File: config.mk
export PLATFORM = sky130hd
export DESIGN_NAME = clock_set_ctrl_flat
export DESIGN_NICKNAME = d
export VERILOG_FILES = /design/src/rtl/clock_set_ctrl_if.sv /design/src/rtl/clock_set_ctrl.sv /design/src/flat_wrapper.sv
export SDC_FILE = /design/constraint.sdc
export NUM_CORES = 1
export LEC_CHECK = 0
export BUFFER_PORTS_ARGS = -buffer_cell sky130_fd_sc_hd__clkbuf_2
export CAP_MARGIN = 20
export CORE_MARGIN = 10
export CORE_UTILIZATION = 25
export CTS_CLUSTER_SIZE = 16
export DETAILED_ROUTE_END_ITERATION = 12
export PLACE_DENSITY = 0.51
export SKIP_LAST_GASP = 1
export SYNTH_ARGS = -nofsm -noshare
export SYNTH_HDL_FRONTEND = slang
export SYNTH_SLANG_ARGS = --single-unit
File: constraint.sdc
create_clock -name clk -period 2.3 [get_ports clk]
set_input_delay 0.345 -clock clk [delete_from_list [all_inputs] [get_ports clk]]
set_output_delay 0.345 -clock clk [all_outputs]
set_load 0.01 [all_outputs]
File: src/rtl/clock_set_ctrl_if.sv
// ============================================================================
//  Module   : clock_set_ctrl_if
//  Purpose  : Button / timekeeper bundle for the clock time-setting controller
//  Revision : 1.0 - initial release
// ============================================================================
`default_nettype none

interface clock_set_ctrl_if;
    logic       btn_mode;
    logic       btn_inc;
    logic [4:0] cur_hours;
    logic [5:0] cur_minutes;
    logic       o_load;
    logic [4:0] o_hours;
    logic [5:0] o_minutes;
    logic [1:0] o_mode;
    logic       o_blink;

    modport master (
        output btn_mode, btn_inc, cur_hours, cur_minutes,
        input  o_load, o_hours, o_minutes, o_mode, o_blink
    );

    modport slave (
        input  btn_mode, btn_inc, cur_hours, cur_minutes,
        output o_load, o_hours, o_minutes, o_mode, o_blink
    );
endinterface

`default_nettype wire

File: src/rtl/clock_set_ctrl.sv
// ============================================================================
//  Module   : clock_set_ctrl
//  Purpose  : Run / set-hours / set-minutes / commit sequencer with shadow time,
//             auto-repeat increment, inactivity abort and edit-field blink
//  Revision : 1.0 - initial release
// ============================================================================
`default_nettype none

module clock_set_ctrl #(
    parameter int TIMEOUT    = 2500,
    parameter int REPEAT_DLY = 500,
    parameter int REPEAT_PER = 100,
    parameter int BLINK_PER  = 50
) (
    input  wire logic          clk,
    input  wire logic          rst,
    clock_set_ctrl_if.slave    bus
);

    localparam int IDLE_W  = $clog2(TIMEOUT);
    localparam int HOLD_W  = $clog2(REPEAT_DLY > REPEAT_PER ? REPEAT_DLY : REPEAT_PER);
    localparam int BLINK_W = $clog2(BLINK_PER + 1);

    localparam logic [IDLE_W-1:0]  IDLE_LAST  = IDLE_W'(TIMEOUT - 1);
    localparam logic [HOLD_W-1:0]  DLY_LAST   = HOLD_W'(REPEAT_DLY - 1);
    localparam logic [HOLD_W-1:0]  PER_LAST   = HOLD_W'(REPEAT_PER - 1);
    localparam logic [BLINK_W-1:0] BLINK_LAST = BLINK_W'(BLINK_PER - 1);

    typedef enum logic [1:0] {
        RUN     = 2'b00,
        SET_HR  = 2'b01,
        SET_MIN = 2'b10,
        COMMIT  = 2'b11
    } state_t;

    state_t              state;
    logic                mode_q;
    logic                inc_q;
    logic                mode_armed;
    logic                inc_armed;
    logic [IDLE_W-1:0]   idle_cnt;
    logic [HOLD_W-1:0]   hold_cnt;
    logic                repeating;
    logic [BLINK_W-1:0]  blink_cnt;
    logic                blink;
    logic                load;
    logic [4:0]          hours;
    logic [5:0]          minutes;

    logic                mode_rise;
    logic                inc_rise;
    logic                tick;
    logic                inc_evt;
    logic [HOLD_W-1:0]   hold_tgt;

    // A button held through reset must be seen low once before it can rise.
    assign mode_rise = bus.btn_mode & ~mode_q & mode_armed;
    assign inc_rise  = bus.btn_inc  & ~inc_q  & inc_armed;
    assign hold_tgt  = repeating ? PER_LAST : DLY_LAST;
    assign tick      = bus.btn_inc & inc_q & (hold_cnt == hold_tgt);
    assign inc_evt   = inc_rise | tick;

    assign bus.o_load    = load;
    assign bus.o_hours   = hours;
    assign bus.o_minutes = minutes;
    assign bus.o_mode    = state;
    assign bus.o_blink   = blink;

    always_ff @(posedge clk or negedge rst) begin
        if (!rst) begin
            state      <= RUN;
            mode_q     <= 1'b0;
            inc_q      <= 1'b0;
            mode_armed <= 1'b0;
            inc_armed  <= 1'b0;
            idle_cnt   <= '0;
            hold_cnt   <= '0;
            repeating  <= 1'b0;
            blink_cnt  <= '0;
            blink      <= 1'b0;
            load       <= 1'b0;
            hours      <= '0;
            minutes    <= '0;
        end else begin
            mode_q     <= bus.btn_mode;
            inc_q      <= bus.btn_inc;
            mode_armed <= mode_armed | ~bus.btn_mode;
            inc_armed  <= inc_armed  | ~bus.btn_inc;
            load       <= 1'b0;

            case (state)
                RUN: begin
                    idle_cnt  <= '0;
                    hold_cnt  <= '0;
                    repeating <= 1'b0;
                    blink_cnt <= '0;
                    blink     <= 1'b0;
                    if (mode_rise) begin
                        state   <= SET_HR;
                        hours   <= bus.cur_hours;
                        minutes <= bus.cur_minutes;
                        blink   <= 1'b1;
                    end
                end

                SET_HR, SET_MIN: begin
                    if (mode_rise) begin
                        // Mode wins over a coincident increment.
                        idle_cnt  <= '0;
                        hold_cnt  <= '0;
                        repeating <= 1'b0;
                        blink_cnt <= '0;
                        if (state == SET_HR) begin
                            state <= SET_MIN;
                            blink <= 1'b1;
                        end else begin
                            state <= COMMIT;
                            load  <= 1'b1;
                            blink <= 1'b0;
                        end
                    end else begin
                        if (!bus.btn_inc || inc_rise) begin
                            hold_cnt  <= '0;
                            repeating <= 1'b0;
                        end else if (tick) begin
                            hold_cnt  <= '0;
                            repeating <= 1'b1;
                        end else begin
                            hold_cnt  <= hold_cnt + HOLD_W'(1);
                        end

                        if (inc_evt) begin
                            if (state == SET_HR)
                                hours   <= (hours == 5'd23) ? 5'd0 : hours + 5'd1;
                            else
                                minutes <= (minutes == 6'd59) ? 6'd0 : minutes + 6'd1;
                            idle_cnt  <= '0;
                            blink_cnt <= '0;
                            blink     <= 1'b1;
                        end else if (idle_cnt == IDLE_LAST) begin
                            // Abort: shadow values kept, nothing loaded.
                            state     <= RUN;
                            idle_cnt  <= '0;
                            hold_cnt  <= '0;
                            repeating <= 1'b0;
                            blink_cnt <= '0;
                            blink     <= 1'b0;
                        end else begin
                            idle_cnt <= idle_cnt + IDLE_W'(1);
                            if (blink_cnt == BLINK_LAST) begin
                                blink     <= ~blink;
                                blink_cnt <= '0;
                            end else begin
                                blink_cnt <= blink_cnt + BLINK_W'(1);
                            end
                        end
                    end
                end

                COMMIT: begin
                    state     <= RUN;
                    idle_cnt  <= '0;
                    hold_cnt  <= '0;
                    repeating <= 1'b0;
                    blink_cnt <= '0;
                    blink     <= 1'b0;
                end

                default: state <= RUN;
            endcase
        end
    end

endmodule

`default_nettype wire

File: src/flat_wrapper.sv
// flat-port wrapper written by rule: the top's interface ports become plain ports
module clock_set_ctrl_flat 
#(
    parameter int TIMEOUT    = 2500,
    parameter int REPEAT_DLY = 500,
    parameter int REPEAT_PER = 100,
    parameter int BLINK_PER  = 50
)
  (clk, rst, bus_btn_mode, bus_btn_inc, bus_cur_hours, bus_cur_minutes, bus_o_load, bus_o_hours, bus_o_minutes, bus_o_mode, bus_o_blink);
  clock_set_ctrl_if bus_i ();
  input  wire logic clk;
  input  wire logic rst;
  input wire logic [$bits(bus_i.btn_mode)-1:0] bus_btn_mode;
  input wire logic [$bits(bus_i.btn_inc)-1:0] bus_btn_inc;
  input wire logic [$bits(bus_i.cur_hours)-1:0] bus_cur_hours;
  input wire logic [$bits(bus_i.cur_minutes)-1:0] bus_cur_minutes;
  output wire logic [$bits(bus_i.o_load)-1:0] bus_o_load;
  output wire logic [$bits(bus_i.o_hours)-1:0] bus_o_hours;
  output wire logic [$bits(bus_i.o_minutes)-1:0] bus_o_minutes;
  output wire logic [$bits(bus_i.o_mode)-1:0] bus_o_mode;
  output wire logic [$bits(bus_i.o_blink)-1:0] bus_o_blink;
  assign bus_i.btn_mode = bus_btn_mode;
  assign bus_i.btn_inc = bus_btn_inc;
  assign bus_i.cur_hours = bus_cur_hours;
  assign bus_i.cur_minutes = bus_cur_minutes;
  assign bus_o_load = bus_i.o_load;
  assign bus_o_hours = bus_i.o_hours;
  assign bus_o_minutes = bus_i.o_minutes;
  assign bus_o_mode = bus_i.o_mode;
  assign bus_o_blink = bus_i.o_blink;
  clock_set_ctrl #(.TIMEOUT(TIMEOUT), .REPEAT_DLY(REPEAT_DLY), .REPEAT_PER(REPEAT_PER), .BLINK_PER(BLINK_PER)) u_core (.clk(clk), .rst(rst), .bus(bus_i));
endmodule
==> results.toml, run 1 <==
[status]
status = "completed"

[floorplan]
die_y_um = 120
core-area_um2 = 9820
rows = 36
start_util_pct = 25.7
die_width_um = 120
die_area_um2 = 14500
ios = 30

[global_routing]
grt_usage_pct = 7.68
grt_pass1_wl_mm = 9.43
grt.overflow.total = 0
antenna_found_initial = 0
grt_max_degree = 27
grt_pass1_vias = 1971

[clock_tree]
clock_path_buffers = 2
root_buffer = "clkbuf_8"
cts.sinks = 47
cts_buffers = 5
hold_buffers = 0
cts_tree = "done"
clk_pin_slew_ns = 0.09
htreeDepth = 2
clk_latency_ns = 0.30

[power]
share_seq_of_total_power_pct = 36.7
intPower_w = 0.00194
switchingPower_w = 0.00123
p_leak_nw = 1.31
clockPowerShare_pct = 20.0
p_per_area_nw_per_um2 = 1050
swShare_pct = 38.7
pwr-share-comb_pct = 43.3
totalPowerFinal_w = 0.00316
vdd_drop_max_v = 0.000439

[detailed_routing]
post_drt_wl_per_cell_um = 12.6
finalWirelength_mm = 5.42
drt_pass1_iterations = 4
antenna_left = 0
remaining_drc_errors = 0
vias_per_cell = 4.54
drtIter0Drc = 100
vias = 1948

[yosys]
yosysTopAreaCell = "dfrtp_1"
synthTopCellsByArea = "dfrtp_1 47%, nor2_1 6.1%, ha_1 5.0%, xor2_1 3.8%, xnor2_1 3.5%"
netlist_instances = 253
yosysMostFrequentCell = "dfrtp_1"
seq_area_frac_synth_pct = 46.7
syn_nets = 278
synth_area_um2 = 2520
synth-edff-count = 0
postSynthAreaPerCell_um2 = 9.97
synth_seq_cells = 47
async_reset_ff_share_pct = 100
synth_top_cells_by_count = "47 x dfrtp_1, 41 x nor2_1, 16 x nand2_1"
yosysWarnings = 0
synth_ff_type = "dfrtp_1"
synthDominantCellAreaShare_pct = 46.7
ys_types = 53

[hold_path]
worstHoldPathType = "in2async"

[timing]
setup-violations-final = 0
tightest_slew_ns = 0.603
skew_ns = 0.00919
final_max_slew_viol_count = 0
hold_violations = 0
fin_tns_setup_ns = 0
timing.final.crit_share_pct = 94.0
setup_slack_ns = 0.138
rsz0062_at_grt = "false"
timing.fmax_ghz = 0.463
timing.slew.headroom_pct = 59.8
min_period_ns = 2.16

[setup_path]
crit_required_ns = 2.54
endpoint_kind = "flop"
crit_arrival_ns = 2.40
crit_chain = "inv_1 -> ha_1 -> inv_1 -> or4_1 -> a21oi_4 -> buf_4 -> buf_4 -> a32o_1 -> a21o_1"
reg2reg_depth = 9
critical_path_class = "reg2reg"
slowest_stage = "or4_1"
start_kind = "flop"
critical_path.max_stage_delay_ns = 0.55
path_max_fanout = 7

[final_layout]
area_growth_syn_to_layout_pct = 20.0
fin_util_pct = 30.8
drive_gt1_share_pct = 20.3
finalNonFillerCells = 429
nNetsFinal = 320
antenna_cells = 0

[placed_design]
dp_hpwl_mm = 4.12
dp.cells = 418
place_ws_ns = 0.102
gp_congestion = 0.787
port_buffers = 29

[job]
drv_cap = 0
[worst max-delay path: cells and delay by family, from the launching register on]
kind	cells	cell delay, ns
buffers and inverters	4	0.40
AND/OR/NAND/NOR	1	0.55
AO/OA/AOI/OAI	3	0.47
flip-flops	1	0.40
adder cells (fa/ha/maj)	1	0.30
[what timing repair did]
| action | CTS | global route |
|---|---|---|
| endpoints found under the setup margin | 0 | 4 |
| setup buffers | 0 | 3 |
| gates resized for setup | 0 | 1 |
| endpoints found under the hold margin | 0 | 0 |
[cell type report]
type / instances / area, um2
timing repair buffer: 40 / 240
sequential: 47 / 1180
clock buffer: 6 / 82.6
clock inverter: 2 / 35.0
multi-input combinational: 190 / 1280
fill: 1065 / 6790
inverter: 11 / 41.3
tap: 133 / 166
[cell families (layout without fill, tap and decap cells)]
kind of cell,count (synthesis),count (layout),synth area share (%)
xor+xnor,21,21,7.30
flops,47,47,46.7
mux,6,6,2.68
simple gates,114,114,23.1
buf+inv,16,59,2.48
fa+ha+maj,10,10,4.96
compound gates,39,39,12.8
[flip-flops by register name (all words and copies together) (netlist names)]
name	cells
u_core.bus.o_load	1
u_core.idle_cnt	12
u_core.bus.o_minutes	6
u_core.bus.o_mode	2
u_core.hold_cnt	9
u_core.blink_cnt	6
u_core.bus.o_hours	5
u_core.repeating	1
u_core.inc_q	1
u_core.inc_armed	1
u_core.mode_q	1
u_core.mode_armed	1
u_core.bus.o_blink	1
[stage by stage]
step | cell area, um2 | hold slack (ns)
after CTS | 3000 | 0.0560
after global placement | 2880 | 0.385
after floorplan | 2520 | 0.0494
after global routing | 3030 | 0.0853
after detailed placement | 2880 | 0.383
final | 3030 | 0.0429
[per-layer routing]
layer	track usage (%)	wire length [um]	up-vias
met5	0	0	-
met4	1.73	26	0
met3	2.61	239	2
met2	12.2	2470	23
met1	9.86	2680	940
li1	-	-	983
[placed cells by master (no fill, tap or decap), types with 3 or more instances in the layout]
cell      Yosys  final
dfrtp_1      47     47
nor2_1       41     40
clkbuf_2      0     29
nand2_1      16     16
nand3_1      15     15
inv_1        11     11
xor2_1       11     11
xnor2_1      10     10
ha_1         10     10
buf_4         0     10
and3_1        8      8
clkbuf_8      0      6
nand2b_1      5      5
o21ai_0       5      5
nor3_1        4      4
nor4b_1       4      4
o22ai_1       4      4
mux2_2        4      4
nand4_1       3      3
nor2b_1       3      3
or4_1         3      3
o21a_1        3      3
[worst paths after layout]
kind	startpoint	end	slack, ns
worst max-delay path	u_core.bus.o_mode[0]	u_core.bus.o_minutes[3]	0.14
worst min-delay path	rst	u_core.bus.o_load	0.04
worst max register to register	u_core.bus.o_mode[0]	u_core.bus.o_minutes[3]	0.14
worst min register to register	u_core.inc_armed	u_core.inc_armed	0.48
max in group asynchronous	rst	u_core.inc_armed	1.71
min in group clk	bus_btn_mode	u_core.mode_q	0.22
[power groups by stage]
stage,registers (W),clock network [W],logic [W]
detailed placement,0.00118,0,0.00137
finish,0.00116,0.000633,0.00137
global placement,0.00118,0,0.00138
floorplan,0.00120,0,0.000876
CTS,0.00116,0.000659,0.00138
global route,0.00120,0.000683,0.00155
Note: power is estimated with default switching activity, not from simulation.
==> inputs of run 2 (changes only) <==
--- a/config.mk
+++ b/config.mk
@@ -11,7 +11,7 @@
 export CORE_UTILIZATION = 25
 export CTS_CLUSTER_SIZE = 16
 export DETAILED_ROUTE_END_ITERATION = 12
-export PLACE_DENSITY = 0.51
+export PLACE_DENSITY = 0.52
 export SKIP_LAST_GASP = 1
 export SYNTH_ARGS = -nofsm -noshare
 export SYNTH_HDL_FRONTEND = slang
==> constraint.sdc (replaced) <==
create_clock -name clk -period 1.7 [get_ports clk]
set_input_delay 0.255 -clock clk [delete_from_list [all_inputs] [get_ports clk]]
set_output_delay 0.255 -clock clk [all_outputs]
set_load 0.01 [all_outputs]
==> run 2 against run 1 <==
- the flow now finishes with violations (setup timing)
- utilization is 6.9 points higher
- cell count is 13% higher
- sequential power is 35% higher
- design area is 22% higher
- sequential cell count stayed put
==> results.toml, run 2 (synthesis results as in run 1) <==
[floorplan]
die_y_um = 120
ios = 30
die_area_um2 = 14500
rows = 36
die_width_um = 120
core-area_um2 = 9820
start_util_pct = 25.7

[global_routing]
grt.overflow.total = 0
grt_pass1_wl_mm = 10.9
grt_pass1_vias = 2268
grt_usage_pct = 9.03
grt_max_degree = 48
antenna_found_initial = 0

[setup_path]
crit_top_cell = "inv_2"
crit_required_ns = 1.89
path_max_fanout = 7
endpoint_kind = "flop"
start_kind = "flop"
crit_chain = "inv_2 -> ha_4 -> inv_2 -> or4_4 -> a21oi_4 -> o21ai_1 -> a221o_1"
slowest_stage = "or4_4"
critical_path.max_stage_delay_ns = 0.48
crit_arrival_ns = 2.17
timing.rr.start = "u_core.bus.o_mode[0]"
crit_start = "u_core.bus.o_mode[0]"
critical_path_class = "reg2reg"

[placed_design]
place_ws_ns = -0.254
dp_hpwl_mm = 4.46
port_buffers = 29
dp.cells = 458
gp_congestion = 0.800

[final_layout]
drive_gt1_share_pct = 42.3
nNetsFinal = 374
reg_top3 = "u_core.idle_cnt (12), u_core.hold_cnt (9)"
layout_commonest_cell = "buf_4"
finalNonFillerCells = 483
area_growth_syn_to_layout_pct = 46.8
final_cell_mix = "56 x buf_4, 47 x dfrtp_1, 29 x clkbuf_2"
largest_reg_flops = 12
antenna_cells = 0
top_register = "u_core.idle_cnt"
fin_util_pct = 37.7

[status]
status = "complete, but fails checks"
violations = "setup timing"

[clock_tree]
clk_pin_slew_ns = 0.09
cts_tree = "done"
clock_path_buffers = 2
clk_latency_ns = 0.30
cts.sinks = 47
root_buffer = "clkbuf_8"
htreeDepth = 2
cts_buffers = 5

[timing]
setup_slack_ns = -0.274
timing.slew.headroom_pct = 80.6
timing.final.crit_share_pct = 116
rsz0062_at_grt = "true"
hold_violations = 0
setup-violations-final = 32
timing.fmax_ghz = 0.507
skew_ns = 0.00637
tightest_slew_ns = 0.287
min_period_ns = 1.97
final_max_slew_viol_count = 0

[power]
intPower_w = 0.00321
totalPowerFinal_w = 0.00517
p_leak_nw = 1.63
switchingPower_w = 0.00196
p_per_area_nw_per_um2 = 1400
clockPowerShare_pct = 19.0
share_seq_of_total_power_pct = 30.3
pwr-share-comb_pct = 50.7
vdd_drop_max_v = 0.000617
swShare_pct = 37.9

[detailed_routing]
drtIter0Drc = 47
vias = 2169
finalWirelength_mm = 6.27
drt_pass1_iterations = 4
vias_per_cell = 4.49
post_drt_wl_per_cell_um = 13.0
antenna_left = 0
remaining_drc_errors = 0

[job]
drv_cap = 0

[hold_path]
hp-start = "bus_btn_inc"
worstHoldPathType = "in2reg"
-- run 2: final timing paths --
kind	end	slack [ns]	depth (start not counted)
max	u_core.bus.o_minutes[5]	-0.27	7
min	u_core.inc_q	0.17	1
min reg2reg	u_core.inc_armed	0.47	1
max reg2reg	u_core.bus.o_minutes[5]	-0.27	7
max in group asynchronous	u_core.bus.o_minutes[4]	1.02	3
min in group asynchronous	u_core.idle_cnt[3]	0.46	3
-- run 2: worst max-delay path: cells and delay by family, from the launching register on --
family / cells / cell delay (ns)
buffers and inverters: 2 / 0.10
and+or+nand+nor: 1 / 0.48
AOI/OAI and AO/OA: 3 / 0.62
adders and majority gates: 1 / 0.27
DFF: 1 / 0.41
-- run 2: power groups by stage --
| stage | Combinational [W] | Clock, W | Sequential, W |
|---|---|---|---|
| 2_1_floorplan | 0.00135 | 0 | 0.00163 |
| 3_3_place_gp | 0.00220 | 0 | 0.00158 |
| 3_5_place_dp | 0.00221 | 0 | 0.00159 |
| 4_1_cts | 0.00245 | 0.00102 | 0.00157 |
| 5_1_grt | 0.00289 | 0.00106 | 0.00161 |
| 6_report | 0.00262 | 0.000984 | 0.00157 |
-- run 2: layout make-up --
type | count | area [um2]
repair buffers | 93 | 672
clock inverters | 2 | 60.1
multi-input cells | 191 | 1510
clock buffers | 6 | 72.6
well taps | 133 | 166
fillers | 1029 | 6120
flip-flops and latches | 47 | 1180
inverters | 11 | 41.3
-- run 2: routing by layer --
layer  up-vias  part of all wire, %  track usage [%]
met2        27                   48             15.0
met1      1035                   47             11.1
met5         -                    0                0
li1       1100                    -                -
met3         7                  2.9             2.09
met4         0                  2.1             3.54
-- run 2: timing repair --
| item | in CTS | in global routing |
|---|---|---|
| pin swaps | 13 | 5 |
| cloned | 1 | 0 |
| setup endpoints to repair | 41 | 41 |
| resized for setup | 26 | 18 |
| endpoints found under the hold margin | 47 | 0 |
| buffers inserted | 8 | 7 |
| hold buffers | 1 | 0 |
-- run 2: metrics by stage --
stage / setup TNS [ns] / hold slack (ns) / instance area [um2]
floorplan: -2.77 / -0.0406 / 2580
global placement: -4.16 / 0.263 / 3240
detailed placement: -5.28 / 0.267 / 3240
CTS: -4.08 / 0.152 / 3570
global route: -6.85 / 0.161 / 3700
finish: -4.08 / 0.166 / 3700
==> inputs of run 3 (changes only) <==
--- a/config.mk
+++ b/config.mk
@@ -5,6 +5,7 @@
 export SDC_FILE = /design/constraint.sdc
 export NUM_CORES = 1
 export LEC_CHECK = 0
+export ABC_AREA = 1
 export BUFFER_PORTS_ARGS = -buffer_cell sky130_fd_sc_hd__clkbuf_2
 export CAP_MARGIN = 20
 export CORE_MARGIN = 10
==> run 3 against run 2 <==
- the flow now finishes without violations
- largest power group unchanged
- non-clock buffer count shrank 51
- maximum frequency increased by 26%
- first-iteration DRC count rose by 110%
- highest routed layer unchanged
==> results.toml, run 3 <==
[timing]
tightest_slew_ns = 0.338
min_period_ns = 1.57
timing.fmax_ghz = 0.638
setup-violations-final = 0
timing.final.crit_share_pct = 92.2
timing.slew.headroom_pct = 77.3
final_max_slew_viol_count = 0
skew_ns = 0.00761
hold_violations = 0
timing.hold.ws_ns = 0.0762

[setup_path]
crit_family = "simple AND/OR/NAND/NOR gates"
crit_chain = "ha_1 -> nand3_1 -> nor2_2 -> nand3_2 -> nand2_1 -> nor2_4 -> nand2_4 -> nand2_1 -> nand2_1"
crit_arrival_ns = 1.76
ff2ff_setup_slack_ns = 0.13
timing.rr.start = "u_core.hold_cnt[0]"
path_max_fanout = 6
worstReg2RegEnd = "u_core.bus.o_blink"
crit_top_cell = "nand2_1"
crit_buf_inv = 0
critical_path_class = "reg2reg"
endpoint_kind = "flop"
reg2reg_depth = 9
critical_path.max_stage_delay_ns = 0.40
crit_start = "u_core.hold_cnt[0]"
crit_end = "u_core.bus.o_blink"
crit_required_ns = 1.89
slowest_stage = "dfrtp_1"
cp.depth = 9
start_kind = "flop"

[yosys]
synth-edff-count = 0
ys_types = 28
yosysMostFrequentCell = "nand2_1"
yosysWarnings = 0
postSynthAreaPerCell_um2 = 7.73
yosys.area_share.adder_pct = 4.76
synthDominantCellAreaShare_pct = 44.7
synthTopCellsByArea = "dfrtp_1 45%, nand2_1 14%, nor2_1 6.9%, inv_1 5.0%, ha_1 4.8%"
seq_area_frac_synth_pct = 44.7
synth_top_family_by_area = "simple AND/OR/NAND/NOR gates"
synth_area_um2 = 2630
async_reset_ff_share_pct = 100
yosysTopAreaCell = "dfrtp_1"
synth_seq_cells = 47
synth_top_cells_by_count = "100 x nand2_1, 48 x nor2_1, 47 x dfrtp_1"
synth_ff_type = "dfrtp_1"
netlist_instances = 340
synthMuxAreaShare_pct = 0
synth-compound-area-share_pct = 4.57
synthSimpleGateAreaFrac_pct = 34.9
synth-xor-area-share_pct = 4.33
syn_nets = 365

[status]
status = "completed"

[floorplan]
die_y_um = 123
die_area_um2 = 15000
die_width_um = 123
rows = 37
core-area_um2 = 10300
ios = 30
start_util_pct = 25.6

[power]
p_leak_nw = 1.55
p_per_area_nw_per_um2 = 1420
totalPowerFinal_w = 0.00451
vdd_drop_max_v = 0.000638

[final_layout]
reg_top3 = "u_core.idle_cnt (12), u_core.hold_cnt (9)"
nNetsFinal = 410
fillers = 1125
final_cell_mix = "100 x nand2_1, 47 x nor2_1, 47 x dfrtp_1"
layout_commonest_cell = "nand2_1"
area_growth_syn_to_layout_pct = 20.5
top_register = "u_core.idle_cnt"
antenna_cells = 0
largest_reg_flops = 12
drive_gt1_share_pct = 18.7
final_cell_area_um2 = 3170

[hold_path]
worstHoldPathType = "in2reg"
hp-start = "bus_btn_mode"

[clock_tree]
cts_buffers = 5
htreeDepth = 2
cts.sinks = 47
root_buffer = "clkbuf_8"
clk_pin_slew_ns = 0.08
cts_tree = "done"
clock_path_buffers = 2
clk_latency_ns = 0.30

[detailed_routing]
vias = 2253
drtIter0Drc = 101
finalWirelength_mm = 5.84
antenna_left = 0
remaining_drc_errors = 0
drt_pass1_iterations = 4
post_drt_wl_per_cell_um = 11.2
vias_per_cell = 4.32

[placed_design]
gp_congestion = 0.835
dp_hpwl_mm = 4.42
port_buffers = 29
dpl_cell_area_um2 = 3000

[global_routing]
grt.overflow.total = 0
grt_pass1_vias = 2303
grt_max_degree = 48
grt_usage_pct = 8.13
grt_pass1_wl_mm = 10.3
antenna_found_initial = 0

[job]
drv_cap = 0
==> run 3: changes by cell type in the layout (fill, tap and decap cells not counted), moves of 6 or more <==
cell / before / now
nand2_1: 15 / 100
buf_4: 56 / 11
inv_1: 8 / 35
nor2_1: 27 / 47
nand4_1: 3 / 15
and3_1: 7 / 0
nor2_2: 10 / 3
o21ai_0: 4 / 11
nand3_1: 15 / 21
==> run 3: worst min path at each step <==
stage | endpoint | slack (ns) | depth (start not counted)
final | u_core.mode_q | 0.08 | 1
after global routing | u_core.mode_q | 0.06 | 1
after CTS | u_core.mode_q | 0.07 | 1
after detailed placement | u_core.blink_cnt[1] | 0.27 | 2
after global placement | u_core.blink_cnt[0] | 0.27 | 2
after floorplan | u_core.blink_cnt[0] | -0.04 | 0
==> run 3: logic make-up after synthesis <==
kind of cell | count (synthesis)
buffers and inverters | 42
flip-flops | 47
adder cells (fa/ha/maj) | 10
XOR/XNOR | 13
AND/OR/NAND/NOR | 207
AO/OA/AOI/OAI | 21
==> run 3: layer usage <==
metal | vias up | GRT usage, % | part of all wire, %
li1 | 1166 | - | -
met1 | 1061 | 10.4 | 48
met2 | 21 | 13.2 | 47
met3 | 5 | 2.20 | 3.7
met4 | 0 | 2.28 | 0.68
met5 | - | 0 | 0
==> run 3: stage by stage <==
stage	setup TNS, ns	utilization [%]	instances	setup slack (ns)
3_5_place_dp	0	29.2	511	0.0572
3_3_place_gp	0	29.2	511	0.0872
4_1_cts	0	30.3	520	0.0512
2_1_floorplan	0	-	340	0.0143
5_1_grt	-0.00383	30.8	522	-0.00383
6_report	0	30.8	522	0.133
==> run 3: cell type report <==
cell class              count  area [um2]  area share [%]
multi-input cells         251        1320            41.7
flip-flops and latches     47        1180            37.1
repair buffers             42         258            8.14
well taps                 136         170            5.37
inverters                  38         143            4.50
clock buffers               8         100            3.16
==> run 3: what timing repair did <==
action | 4_1_cts | 5_1_grt
gates resized for setup | 0 | 8
hold endpoints to repair | 47 | 0
buffers inserted | 0 | 2
hold buffers | 1 | 0
setup endpoints to repair | 0 | 17
==> run 3: where the power goes <==
| group | switching (W) | internal (W) | total, W |
|---|---|---|---|
| logic | 0.00137 | 0.000852 | 0.00223 |
| clock network | 0.000379 | 0.000372 | 0.000751 |
| registers | 0.000213 | 0.00132 | 0.00154 |
| total | 0.00197 | 0.00255 | 0.00451 |
